`src/rtl/operand_loader_if.sv`:
```
// Operand-loader board interface: button/switch inputs and the registered
// operand/status bundle presented to the downstream ALU.
interface operand_loader_if #(
   parameter int unsigned N = 4
);
   logic         btn;
   logic [N-1:0] sw;
   logic [3:0]   sel_sw;
   logic [N-1:0] A;
   logic [N-1:0] B;
   logic [3:0]   Sel;
   logic [1:0]   state;
   logic         exec_pulse;
   logic         result_valid;

   modport master (
      output btn, sw, sel_sw,
      input  A, B, Sel, state, exec_pulse, result_valid
   );

   modport slave (
      input  btn, sw, sel_sw,
      output A, B, Sel, state, exec_pulse, result_valid
   );
endinterface

```
`src/rtl/operand_loader.sv`:
```
// Debounced push-button sequencer loading A, B, then Sel into a registered ALU,
// with a commit strobe and a result-valid flag after the ALU latency.
module operand_loader #(
   parameter int unsigned N   = 4,
   parameter int unsigned DB  = 4,
   parameter int unsigned LAT = 2
) (
   input  logic            clk,
   input  logic            reset,
   operand_loader_if.slave bus
);
   localparam int unsigned CW = $clog2(DB);
   localparam int unsigned WW = $clog2(LAT + 1);

   typedef enum logic [1:0] {
      S_A    = 2'b00,
      S_B    = 2'b01,
      S_SEL  = 2'b10,
      S_EXEC = 2'b11
   } state_t;

   state_t          state_q, state_d;
   logic            sync1_q, btn_s_q;
   logic            db_q, db_d, db_dly_q;
   logic [CW-1:0]   cnt_q, cnt_d;
   logic [N-1:0]    a_q, a_d, b_q, b_d;
   logic [3:0]      sel_q, sel_d;
   logic            exec_q, exec_d;
   logic            rv_q, rv_d;
   logic [WW-1:0]   wait_q, wait_d;
   logic            press;

   // Debounce: level flips only after DB consecutive disagreeing samples
   always_comb begin
      cnt_d = cnt_q;
      db_d  = db_q;
      if (btn_s_q == db_q) begin
         cnt_d = '0;
      end else if (cnt_q == CW'(DB - 1)) begin
         db_d  = ~db_q;
         cnt_d = '0;
      end else begin
         cnt_d = cnt_q + CW'(1);
      end
   end

   assign press = db_q & ~db_dly_q;

   always_comb begin
      state_d = state_q;
      a_d     = a_q;
      b_d     = b_q;
      sel_d   = sel_q;
      exec_d  = 1'b0;
      rv_d    = rv_q;
      wait_d  = wait_q;
      case (state_q)
         S_A: begin
            if (press) begin
               a_d     = bus.sw;
               state_d = S_B;
            end
         end
         S_B: begin
            if (press) begin
               b_d     = bus.sw;
               state_d = S_SEL;
            end
         end
         S_SEL: begin
            if (press) begin
               sel_d   = bus.sel_sw;
               exec_d  = 1'b1;
               wait_d  = WW'(LAT);
               state_d = S_EXEC;
            end
         end
         S_EXEC: begin
            if (wait_q != '0) begin
               wait_d = wait_q - WW'(1);
               if (wait_q == WW'(1)) rv_d = 1'b1;
            end
            // presses before the result is valid are dropped, not queued
            if (press && rv_q) begin
               rv_d    = 1'b0;
               state_d = S_A;
            end
         end
         default: state_d = S_A;
      endcase
   end

   always_ff @(posedge clk or posedge reset) begin
      if (reset) begin
         sync1_q  <= 1'b0;
         btn_s_q  <= 1'b0;
         db_q     <= 1'b0;
         db_dly_q <= 1'b0;
         cnt_q    <= '0;
         state_q  <= S_A;
         a_q      <= '0;
         b_q      <= '0;
         sel_q    <= '0;
         exec_q   <= 1'b0;
         rv_q     <= 1'b0;
         wait_q   <= '0;
      end else begin
         sync1_q  <= bus.btn;
         btn_s_q  <= sync1_q;
         db_q     <= db_d;
         db_dly_q <= db_q;
         cnt_q    <= cnt_d;
         state_q  <= state_d;
         a_q      <= a_d;
         b_q      <= b_d;
         sel_q    <= sel_d;
         exec_q   <= exec_d;
         rv_q     <= rv_d;
         wait_q   <= wait_d;
      end
   end

   assign bus.A            = a_q;
   assign bus.B            = b_q;
   assign bus.Sel          = sel_q;
   assign bus.state        = state_q;
   assign bus.exec_pulse   = exec_q;
   assign bus.result_valid = rv_q;
endmodule

```
`src/flat_wrapper.sv`:
```
// flat-port wrapper written by rule: the top's interface ports become plain ports
module operand_loader_flat 
#(
   parameter int unsigned N   = 4,
   parameter int unsigned DB  = 4,
   parameter int unsigned LAT = 2
)
  (clk, reset, bus_btn, bus_sw, bus_sel_sw, bus_A, bus_B, bus_Sel, bus_state, bus_exec_pulse, bus_result_valid);
  operand_loader_if #(.N(N)) bus_i ();
  input  logic clk;
  input  logic reset;
  input wire logic [$bits(bus_i.btn)-1:0] bus_btn;
  input wire logic [$bits(bus_i.sw)-1:0] bus_sw;
  input wire logic [$bits(bus_i.sel_sw)-1:0] bus_sel_sw;
  output wire logic [$bits(bus_i.A)-1:0] bus_A;
  output wire logic [$bits(bus_i.B)-1:0] bus_B;
  output wire logic [$bits(bus_i.Sel)-1:0] bus_Sel;
  output wire logic [$bits(bus_i.state)-1:0] bus_state;
  output wire logic [$bits(bus_i.exec_pulse)-1:0] bus_exec_pulse;
  output wire logic [$bits(bus_i.result_valid)-1:0] bus_result_valid;
  assign bus_i.btn = bus_btn;
  assign bus_i.sw = bus_sw;
  assign bus_i.sel_sw = bus_sel_sw;
  assign bus_A = bus_i.A;
  assign bus_B = bus_i.B;
  assign bus_Sel = bus_i.Sel;
  assign bus_state = bus_i.state;
  assign bus_exec_pulse = bus_i.exec_pulse;
  assign bus_result_valid = bus_i.result_valid;
  operand_loader #(.N(N), .DB(DB), .LAT(LAT)) u_core (.clk(clk), .reset(reset), .bus(bus_i));
endmodule
```
`config.mk`:
```
export PLATFORM = sky130hd
export DESIGN_NAME = operand_loader_flat
export DESIGN_NICKNAME = d
export VERILOG_FILES = /design/src/rtl/operand_loader_if.sv /design/src/rtl/operand_loader.sv /design/src/flat_wrapper.sv
export SDC_FILE = /design/constraint.sdc
export NUM_CORES = 1
export LEC_CHECK = 0
export CAP_MARGIN = 25
export CELL_PAD_IN_SITES_DETAIL_PLACEMENT = 0
export CELL_PAD_IN_SITES_GLOBAL_PLACEMENT = 2
export CORE_AREA = 5 5 61 63
export CTS_BUF_LIST = sky130_fd_sc_hd__clkbuf_8
export DETAILED_ROUTE_END_ITERATION = 10
export DIE_AREA = 0 0 66 68
export MAX_ROUTING_LAYER = met4
export PLACE_DENSITY_LB_ADDON = 0.1
export SYNTH_ARGS = -nofsm -noshare
export SYNTH_HDL_FRONTEND = slang
export SYNTH_SLANG_ARGS = --single-unit
```
`constraint.sdc`:
```
create_clock -name clk -period 2.6 [get_ports clk]
set_input_delay 0.52 -clock clk [delete_from_list [all_inputs] [get_ports clk]]
set_output_delay 0.52 -clock clk [all_outputs]
set_load 0.03 [all_outputs]
```
Yosys cells after proc, flatten, opt, wreduce, memory -nomap -nowiden

Index checks and enable logic that the tools add are counted.

$add $sub $neg: 2
Equal/unequal tests: 11
Muxes and demuxes: 14
Bitwise operators: 4
Reduce and logical (&&, ||, !) cells: 13

Operator list:

| kind                  | count |
|---|---|
| $mux W2               | 7 |
| $ne A2 B1 Y1 const B  | 5 |
| $pmux W2 S4           | 1 |
| $reduce_and A2 Y1     | 4 |
| $reduce_bool A2 Y1    | 4 |
| $eq A2 B2 Y1 const B  | 3 |
| $reduce_and A3 Y1     | 2 |
| $mux W1               | 5 |
| $eq A2 B1 Y1 const B  | 2 |
| $pmux W2 S2           | 1 |
| $reduce_and A4 Y1     | 1 |
| $not A1 Y1            | 3 |
| $add A2 B1 Y2 const B | 1 |
| $logic_not A2 Y1      | 1 |
| $sub A2 B1 Y2 const B | 1 |
| $and A1 B1 Y1         | 1 |
| $eq A1 B1 Y1          | 1 |
| $logic_and A1 B1 Y1   | 1 |

Bits in registers: 24
Input bits: 11
Output and inout bits: 16
Word-level logic and storage cells: 56

Depth between registers and ports, before layout

Gate-level depths: netlist of the first run.

Depth after elaboration: 5
Mapped depth: 5

Least setup slack after synthesis of the first run

Ideal clock, no wire load.

Path kind: flip-flop to flip-flop
Start point: reg u_core.state_q[0] (netlist: u_core.bus.state[0])
End point: reg u_core.state_q[1] (netlist: u_core.bus.state[1])
Library setup time: 125 ps
Arrival: 1561 ps
Data required time: 2475 ps
Path slack: 914 ps
Cell stages (with the launch flop): 6
Buffers on the path: 0
Cells stage by stage: dfrtp_1 inv_1 ha_1 nor4_1 o21ai_1 mux2_2

Word-level cells in the longest chain between the ends: 3

Ends and longest elaborated chain:

| what                                 | line                  | source |
|---|---|---|
| from (decl)                          | operand_loader.sv:22  | `state_t state_q, state_d;` |
| from (signal assigned)               | operand_loader.sv:113 | `state_q <= state_d;` |
| $eq A2 B2 Y1 (tied with other cells) | operand_loader.sv:57  | `case (state_q)` |
| $ne A2 B1 Y1 (no source line)        | n/a                   |  |
| $reduce_and A4 Y1 (no source line)   | n/a                   |  |

Parallel ways exist; a longest one is shown, timed or not.
A chain may end at the register's enable or synchronous reset.

Worst setup path in the final report of the first run

Start point: reg u_core.state_q[0] (netlist: u_core.bus.state[0])
End point: out bus_state[0]

RTL lines:

| what      | line               | source |
|---|---|---|
| to (decl) | flat_wrapper.sv:18 | `output wire logic [$bits(bus_i.state)-1:0] bus_state;` |

No word-level cell between the ends.

==> impl_metrics.tcl, run 1 <==
set metrics [dict create \
    holdBufCountCts 0 \
    hold-worst-slack_ps 352.7 \
    setup_viol 0 \
    path_clk_slew_ps 80 \
    cts_setup_buffers 0 \
    drive_above_1_share 0.1759 \
    vias 661 \
    wl_per_cell_um 12.31 \
    min_path_type "register to register" \
    drt_wl_total_um 1895 \
    combinationalPowerShare 0.538 \
    antenna_found_initial 0 \
    clock_path_buffers 2 \
    place_hpwl_um 1478 \
    synth_cell_types 22 \
    die_w_um 66 \
    hold_violations 0 \
    clkPwrFrac 0.111 \
    run_status "completed" \
    synth.ff_latch_count 24 \
    clockRootBuffer "clkbuf_8" \
    antenna_cells_inserted 0 \
    clock-sinks 24 \
    ys_async_sr_fraction 1.000 \
    cts_resized 0 \
    start_util 0.3251 \
    rrSetupSlack_ps 970 \
    gp_congestion 0.7133 \
    grt_max_degree 25 \
    ir_worst_vdd_uv 482.9 \
    powerDensity_mw_per_mm2 1328 \
    yosysMostFrequentCell "dfrtp_1" \
    start_kind "register" \
    area_delta_synth_final_pct 35.47 \
    synth.largest_area_cell "dfrtp_1" \
    cpPeakStageDelay_ps 700 \
    worstPathBufferInverterCount 1 \
    ys_top_cells_by_area "dfrtp_1 58%, mux2_2 15%, ha_1 8.5%" \
    grt_pass1_wl_um 3263 \
    coreArea_mm2 0.003179 \
    power.leakage_uw 0.0006201 \
    fmax_mhz 524.5 \
    std_cell_rows 21 \
    timing.final.crit_share 0.7333 \
    die_height_um 68 \
    dpl_worst_slack_ps 961.1 \
    numPortBuffers 26 \
    numCtsBuffers 3 \
    cp_top_family "buffers and inverters" \
    drc 0 \
    synth_top_area_share 0.5811 \
    fin_worst_skew_ps 1.349 \
    synth_area_mm2 0.001033 \
    avgSynthCellArea_um2 13.25 \
    nFillCells 322 \
    fin_crit_ps 1907 \
    yosys_warnings 0 \
    synthesis.nets 96 \
    slew_headroom 0.7874 \
    crit_fanout 6 \
    maxCapViolCount 0 \
    drt-pass1-iter-count 2 \
    fin_tns_setup_ps 0 \
    seqPwrFrac 0.351 \
    grtUsageTotal 0.09759 \
    io_pins 27 \
    postLayoutCoreUtil 0.4404 \
    r2r-end "u_core.bus.state[1]" \
    p_int_uw 1122 \
    h-tree-depth 1 \
    drv_slew 0 \
    layout.nets 128 \
    insertion_delay_ps 250 \
    setup_ws_ps 693.4 \
    seq_area_frac_synth 0.5811 \
    min_to "u_core.btn_s_q" \
    whs_path_depth 0 \
    required_ps 2080 \
    worst-path-stages 1 \
    rsz0062_at_grt "no" \
    drt_first_iter_violations 63 \
    crit-reg2reg-launch "u_core.bus.state[0]" \
    crit_arrival_ps 1390 \
    dieArea_mm2 0.004488 \
    grt-ovfl-total 0 \
    crit_type "register to primary output" \
    cp-end-kind "primary output" \
    tritoncts "yes" \
    via_per_inst 4.292 \
    drtAntennaViolNets 0 \
    synth_edf_count 0 \
    min_from "u_core.sync1_q" \
    ys.flop_type "dfrtp_1" \
    p_sw_frac 0.3968 \
    r2r_cells 5 \
    worst_slew_pin_slew_ps 318.0 \
    critPathSlowestCell "clkdlybuf4s50_1" \
    crit_chain "clkdlybuf4s50_1" \
    synth_common_cells "24 x dfrtp_1, 14 x mux2_2, 7 x ha_1, 7 x inv_1, 5 x nand2_1" \
    grt_pass1_vias 756 \
    syn_inst 78 \
    power.switching_uw 738.0 \
]
-- layout make-up --
type                       instances  area, um2  area share
inverter                           7      26.28     0.01877
timing repair buffer              27      267.8      0.1912
sequential                        24      600.6      0.4290
clock buffer                       3      41.29     0.02949
tap                               46      57.56     0.04111
multi-input combinational         47      406.6      0.2904
-- layout by cell type, fill, tap and decap left out --
cell type,n
clkdlybuf4s50_1,26
dfrtp_1,24
mux2_2,14
inv_1,7
ha_1,7
nand2_1,5
nor2_1,3
clkbuf_8,3
a21oi_1,2
a31oi_1,2
nor2b_4,1
nor4_1,1
nand2b_1,1
o21ai_1,1
o2bb2ai_1,1
xnor2_1,1
nor3_1,1
nor2b_1,1
mux2i_1,1
or2b_1,1
nand3b_1,1
a211oi_1,1
and3_1,1
a221o_1,1
buf_4,1
-- through the flow --
stage               total power (uW)  cell area (um2)  instances
floorplan                       1304             1033         78
global placement                1662             1359        151
finish                          1860             1400        154
detailed placement              1675             1359        151
global route                    1998             1400        154
CTS                             1892             1400        154
-- sequential cells by signal (all words and copies together), names as in the netlist --
name / flops
u_core.bus.A: 4
u_core.bus.B: 4
u_core.bus.Sel: 4
u_core.bus.state: 2
u_core.cnt_q: 2
u_core.wait_q: 2
u_core.btn_s_q: 1
u_core.bus.exec_pulse: 1
u_core.bus.result_valid: 1
u_core.db_dly_q: 1
u_core.db_q: 1
u_core.sync1_q: 1
-- power by group through the flow --
| stage | clock, uW | combinational (uW) | sequential (uW) |
|---|---|---|---|
| final | 207 | 1000 | 653 |
| after floorplan | 0 | 408 | 897 |
| after global routing | 235 | 1080 | 680 |
| after CTS | 220 | 1020 | 655 |
| after detailed placement | 0 | 1010 | 662 |
| after global placement | 0 | 1010 | 656 |
-- metal layers --
layer,GRT usage,up-vias,part of all wire
li1,-,327,-
met1,0.1200,316,0.46
met2,0.1615,16,0.50
met3,0.02135,2,0.035
met4,0.03046,0,0.0058
met5,-,-,0
-- logic make-up (layout without fill, tap and decap cells) --
kind of cell / Yosys count / count (layout) / share of synthesized area
AO/OA/AOI/OAI: 8 / 8 / 0.05206
XOR/XNOR: 1 / 1 / 0.008476
adder cells (fa/ha/maj): 7 / 7 / 0.08474
buffers and inverters: 7 / 37 / 0.02543
flip-flops: 24 / 24 / 0.5811
multiplexers: 15 / 15 / 0.1622
AND/OR/NAND/NOR: 16 / 16 / 0.08597
-- how the worst max path moves through the flow --
stage                        start             endpoint  slack (ps)
6_report       u_core.bus.state[0]         bus_state[0]         690
5_1_grt        u_core.bus.state[0]         bus_state[0]         630
4_1_cts        u_core.bus.state[0]         bus_state[0]         680
3_5_place_dp   u_core.bus.state[0]         bus_state[0]         960
3_3_place_gp   u_core.bus.state[0]         bus_state[0]         980
2_1_floorplan  u_core.bus.state[0]  u_core.bus.state[1]         910
No activity file was read; power rests on OpenSTA's default activity.
==> run 2, diff against run 1 <==
--- a/config.mk
+++ b/config.mk
@@ -8,10 +8,10 @@
 export CAP_MARGIN = 25
 export CELL_PAD_IN_SITES_DETAIL_PLACEMENT = 0
 export CELL_PAD_IN_SITES_GLOBAL_PLACEMENT = 2
-export CORE_AREA = 5 5 61 63
+export CORE_AREA = 5 5 63 65
 export CTS_BUF_LIST = sky130_fd_sc_hd__clkbuf_8
 export DETAILED_ROUTE_END_ITERATION = 10
-export DIE_AREA = 0 0 66 68
+export DIE_AREA = 0 0 68 70
 export MAX_ROUTING_LAYER = met4
 export PLACE_DENSITY_LB_ADDON = 0.1
 export SYNTH_ARGS = -nofsm -noshare
==> constraint.sdc (replaced) <==
create_clock -name clk -period 1.8 [get_ports clk]
set_input_delay 0.36 -clock clk [delete_from_list [all_inputs] [get_ports clk]]
set_output_delay 0.36 -clock clk [all_outputs]
set_load 0.03 [all_outputs]
==> impl_metrics.tcl, run 2 (same netlist as run 1, synthesis figures left out) <==
set metrics [dict create \
    fin_worst_skew_ps 3.054 \
    power.leakage_uw 0.0006462 \
    drtAntennaViolNets 0 \
    drt-pass1-iter-count 4 \
    drv_slew 0 \
    numPortBuffers 26 \
    worstPathBufferInverterCount 1 \
    area_delta_synth_final_pct 37.29 \
    p_sw_frac 0.3952 \
    insertion_delay_ps 260 \
    setup_ws_ps 100.7 \
    grt_max_degree 22 \
    via_per_inst 4.445 \
    layout.nets 128 \
    slew_headroom 0.7798 \
    start_kind "register" \
    cp-end-kind "primary output" \
    seqPwrFrac 0.344 \
    path_clk_slew_ps 90 \
    clockRootBuffer "clkbuf_8" \
    final_cell_mix "24 x clkdlybuf4s50_1, 24 x dfrtp_1, 14 x mux2_2" \
    fmax_mhz 588.5 \
    regArea_um2 600.6 \
    drt_wl_total_um 1958 \
    gp_congestion 0.8194 \
    die_height_um 70 \
    multi_input_area_um2 406.6 \
    grt_pass1_wl_um 3436 \
    setup_viol 0 \
    drc 0 \
    cpPeakStageDelay_ps 680 \
    start_util 0.3147 \
    stdcell_count 155 \
    coreArea_mm2 0.003284 \
    drive_above_1_share 0.1835 \
    fin_crit_ps 1699 \
    holdBufCountCts 0 \
    place_hpwl_um 1486 \
    vias 689 \
    ir_worst_vdd_uv 953.7 \
    required_ps 1440 \
    powerDensity_mw_per_mm2 1934 \
    numCtsBuffers 3 \
    hold-worst-slack_ps 262.7 \
    tritoncts "yes" \
    min_path_type "primary input to asynchronous set/reset pin" \
    clock_path_buffers 2 \
    antenna_cells_inserted 0 \
    fin_tns_setup_ps 0 \
    timing.final.crit_share 0.9441 \
    crit_fanout 4 \
    h-tree-depth 1 \
    dieArea_mm2 0.004760 \
    dp_cells 151 \
    postLayoutCoreUtil 0.4320 \
    std_cell_rows 21 \
    hold_violations 0 \
    clock-sinks 24 \
    crit_arrival_ps 1340 \
    die_w_um 68 \
    grtUsageTotal 0.09505 \
    power.switching_uw 1085 \
    grt_pass1_vias 775 \
    critPathSlowestCell "clkdlybuf4s50_1" \
    antenna_found_initial 0 \
    clkPwrFrac 0.134 \
    io_pins 27 \
    maxCapViolCount 0 \
    nFillCells 333 \
    p_int_uw 1660 \
    crit_chain "clkdlybuf4s50_1" \
    worst_slew_pin_slew_ps 329.2 \
    wl_per_cell_um 12.63 \
    combinationalPowerShare 0.522 \
    crit_type "register to primary output" \
    drt_first_iter_violations 37 \
    grt-ovfl-total 0 \
    cp_top_family "buffers and inverters" \
    rsz0062_at_grt "no" \
    run_status "completed" \
    dpl_worst_slack_ps 211.6 \
]
## run 2: cell count changes in the layout (fill, tap and decap cells not counted), sizes merged
cell | before | now
clkdlybuf4s50 | 26 | 24
dlymetal6s2s | 0 | 2
clkbuf | 3 | 4
## run 2: layout make-up
class	count	share of cell area
Tap cell	46	0.04056
Sequential cell	24	0.4233
Multi-Input combinational cell	47	0.2866
Inverter	7	0.01852
Timing Repair Buffer	27	0.1922
Clock buffer	4	0.03880
## run 2: power groups by stage
stage / Sequential (uW) / Combinational [uW] / Clock (uW)
after global placement: 949 / 1470 / 0
after floorplan: 1300 / 589 / 0
after CTS: 951 / 1460 / 383
after global routing: 982 / 1560 / 404
final: 943 / 1430 / 368
after detailed placement: 957 / 1460 / 0
## run 2: final timing paths
check,start,to,slack [ps],cells past startpoint
worst max-delay path,u_core.bus.result_valid,bus_result_valid,100,1
worst max register to register,u_core.bus.state[0],u_core.bus.state[1],160,5
min in group clk,u_core.sync1_q,u_core.btn_s_q,360,0
worst min-delay path,reset,u_core.bus.Sel[1],260,2
max in group asynchronous,reset,u_core.db_q,1060,3
worst min register to register,u_core.sync1_q,u_core.btn_s_q,360,0
## run 2: repair_timing
item                       4_1_cts  5_1_grt
setup endpoints to repair        0        2
resized for setup                0        2
setup buffers                    0        0
## run 2: per-layer routing
layer	track usage	up-vias	share of wire
met4	0.02649	0	0.0041
met2	0.1403	17	0.47
li1	-	331	-
met5	-	-	0
met3	0.03526	2	0.046
met1	0.1212	339	0.47
## run 2: through the flow
stage	total power (uW)	area (um2)
after floorplan	1884	1033
after global placement	2416	1359
after detailed placement	2412	1359
after CTS	2796	1414
after global routing	2946	1419
final	2745	1419
==> run 3, diff against run 2 <==
--- a/config.mk
+++ b/config.mk
@@ -6,14 +6,12 @@
 export NUM_CORES = 1
 export LEC_CHECK = 0
 export CAP_MARGIN = 25
-export CELL_PAD_IN_SITES_DETAIL_PLACEMENT = 0
-export CELL_PAD_IN_SITES_GLOBAL_PLACEMENT = 2
-export CORE_AREA = 5 5 63 65
+export CORE_AREA = 5 5 52 54
 export CTS_BUF_LIST = sky130_fd_sc_hd__clkbuf_8
 export DETAILED_ROUTE_END_ITERATION = 10
-export DIE_AREA = 0 0 68 70
+export DIE_AREA = 0 0 57 59
 export MAX_ROUTING_LAYER = met4
-export PLACE_DENSITY_LB_ADDON = 0.1
+export PLACE_DENSITY = 0.79
 export SYNTH_ARGS = -nofsm -noshare
 export SYNTH_HDL_FRONTEND = slang
 export SYNTH_SLANG_ARGS = --single-unit
==> constraint.sdc (replaced) <==
create_clock -name clk -period 1.7 [get_ports clk]
set_input_delay 0.34 -clock clk [delete_from_list [all_inputs] [get_ports clk]]
set_output_delay 0.34 -clock clk [all_outputs]
set_load 0.03 [all_outputs]
==> impl_metrics.tcl, run 3 (same netlist as run 1, synthesis figures left out) <==
set metrics [dict create \
    via_per_inst 5.043 \
    place_hpwl_um 1467 \
    area_delta_synth_final_pct 35.59 \
    stdcell_count 138 \
    r2r-end "u_core.bus.state[1]" \
    grt_pass1_vias 798 \
    maxCapViolCount 0 \
    timing.final.crit_share 0.9703 \
    layout.nets 129 \
    cpPeakStageDelay_ps 680 \
    setup_viol 0 \
    std_cell_rows 17 \
    start_kind "register" \
    final_cell_mix "23 x dfrtp_1, 22 x clkdlybuf4s50_1, 14 x mux2_2" \
    numCtsBuffers 3 \
    placedInstanceArea_mm2 0.001344 \
    run_status "completed" \
    design_area_mm2 0.001401 \
    grt_busiest_layer "met2" \
    numPortBuffers 26 \
    crit_type "register to primary output" \
    use_met2 0.2284 \
    crit-reg2reg-launch "u_core.bus.state[0]" \
    drv_slew 0 \
    grtUsageTotal 0.1371 \
    whs_path_depth 0 \
    ir_worst_vdd_uv 1343 \
    dpl_worst_slack_ps 115.0 \
    powerDensity_mw_per_mm2 2080 \
    crit_fanout 2 \
    required_ps 1360 \
    drive_above_1_share 0.2091 \
    coreArea_mm2 0.002170 \
    crit_chain "clkdlybuf4s50_1" \
    drt_first_iter_violations 1 \
    worstPathBufferInverterCount 1 \
    drt_wl_total_um 1928 \
    io_pins 27 \
    hold_violations 0 \
    final_common_cell "dfrtp_1" \
    gp_congestion 0.7624 \
    path_clk_slew_ps 90 \
    rrSetupSlack_ps 160 \
    drtAntennaViolNets 0 \
    grt-ovfl-total 0 \
    antenna_cells_inserted 0 \
    met1_usage 0.1625 \
    antenna_found_initial 0 \
    min_to "u_core.btn_s_q" \
    fin_worst_skew_ps 9.523 \
    worst_slew_pin_slew_ps 329.6 \
    drt-pass1-iter-count 4 \
    h-tree-depth 1 \
    fin_tns_setup_ps 0 \
    nFillCells 169 \
    die_height_um 59 \
    slew_headroom 0.7799 \
    insertion_delay_ps 260 \
    tritoncts "yes" \
    clockRootBuffer "clkbuf_8" \
    setup_ws_ps 50.41 \
    fin_crit_ps 1650 \
    power.leakage_uw 0.0006439 \
    clock_path_buffers 2 \
    grt_max_degree 14 \
    cp-end-kind "primary output" \
    vias 696 \
    crit_arrival_ps 1310 \
    grtUsageMet3 0.03922 \
    min_from "u_core.sync1_q" \
    dp_cells 134 \
    r2r_cells 5 \
    dieArea_mm2 0.003363 \
    min_path_type "register to register" \
    grt_pass1_wl_um 3512 \
    wl_per_cell_um 13.97 \
    cts_setup_buffers 0 \
    die_w_um 57 \
    cp_top_family "buffers and inverters" \
    rsz0062_at_grt "no" \
    clock-sinks 24 \
    critPathSlowestCell "clkdlybuf4s50_1" \
    start_util 0.4764 \
    fmax_mhz 606.2 \
    drc 0 \
]
==> run 3: how the worst max path moves through the flow <==
stage	from	end	depth (start not counted)
after floorplan	u_core.bus.state[0]	u_core.bus.state[1]	5
after global placement	u_core.bus.state[0]	u_core.bus.state[1]	5
after detailed placement	u_core.bus.state[0]	u_core.bus.state[1]	5
after CTS	u_core.bus.B[1]	bus_B[1]	1
after global routing	u_core.bus.A[0]	bus_A[0]	1
final	u_core.bus.B[1]	bus_B[1]	1
==> run 3: worst reg2reg max path: cells and delay by family, from the launching register on <==
family,cells,cell delay (ps)
flip-flops,1,440
multiplexers,1,370
adder cells (fa/ha/maj),1,250
AO/OA/AOI/OAI,1,200
buffers and inverters,1,100
AND/OR/NAND/NOR,1,70
==> run 3: layout make-up <==
type / count / area, um2 / share of cell area
clock buffers: 4 / 55.05 / 0.03929
inverters: 7 / 26.28 / 0.01875
multi-input cells: 47 / 409.1 / 0.2920
flip-flops and latches: 24 / 601.8 / 0.4295
well taps: 28 / 35.03 / 0.02500
repair buffers: 28 / 274.0 / 0.1955
==> run 3: repair_timing <==
action / 4_1_cts / 5_1_grt
hold buffers: 0 / 0
resized for setup: 3 / 3
endpoints found under the setup margin: 3 / 2
==> run 3: power by group <==
group          switching (uW)  internal [uW]  total, uW  leakage (uW)
clock network             174            206        380     0.0000288
logic                     820            705       1520      0.000331
registers                 174            836       1010      0.000285
total                    1170           1750       2910      0.000644
==> run 3: stage by stage <==
step           power [uW]  hold slack [ps]  utilization
2_1_floorplan        1995            331.2            -
3_3_place_gp         2510            334.3       0.6194
3_5_place_dp         2557            340.2       0.6194
4_1_cts              2946            358.7       0.6430
5_1_grt              3119            371.6       0.6459
6_report             2915            356.4       0.6459
==> run 3: layer usage <==
| metal | vias up | wire length (um) |
|---|---|---|
| met1 | 348 | 863 |
| met3 | 0 | 105 |
| met4 | 0 | 0 |
| li1 | 331 | - |
| met5 | - | 0 |
| met2 | 17 | 959 |
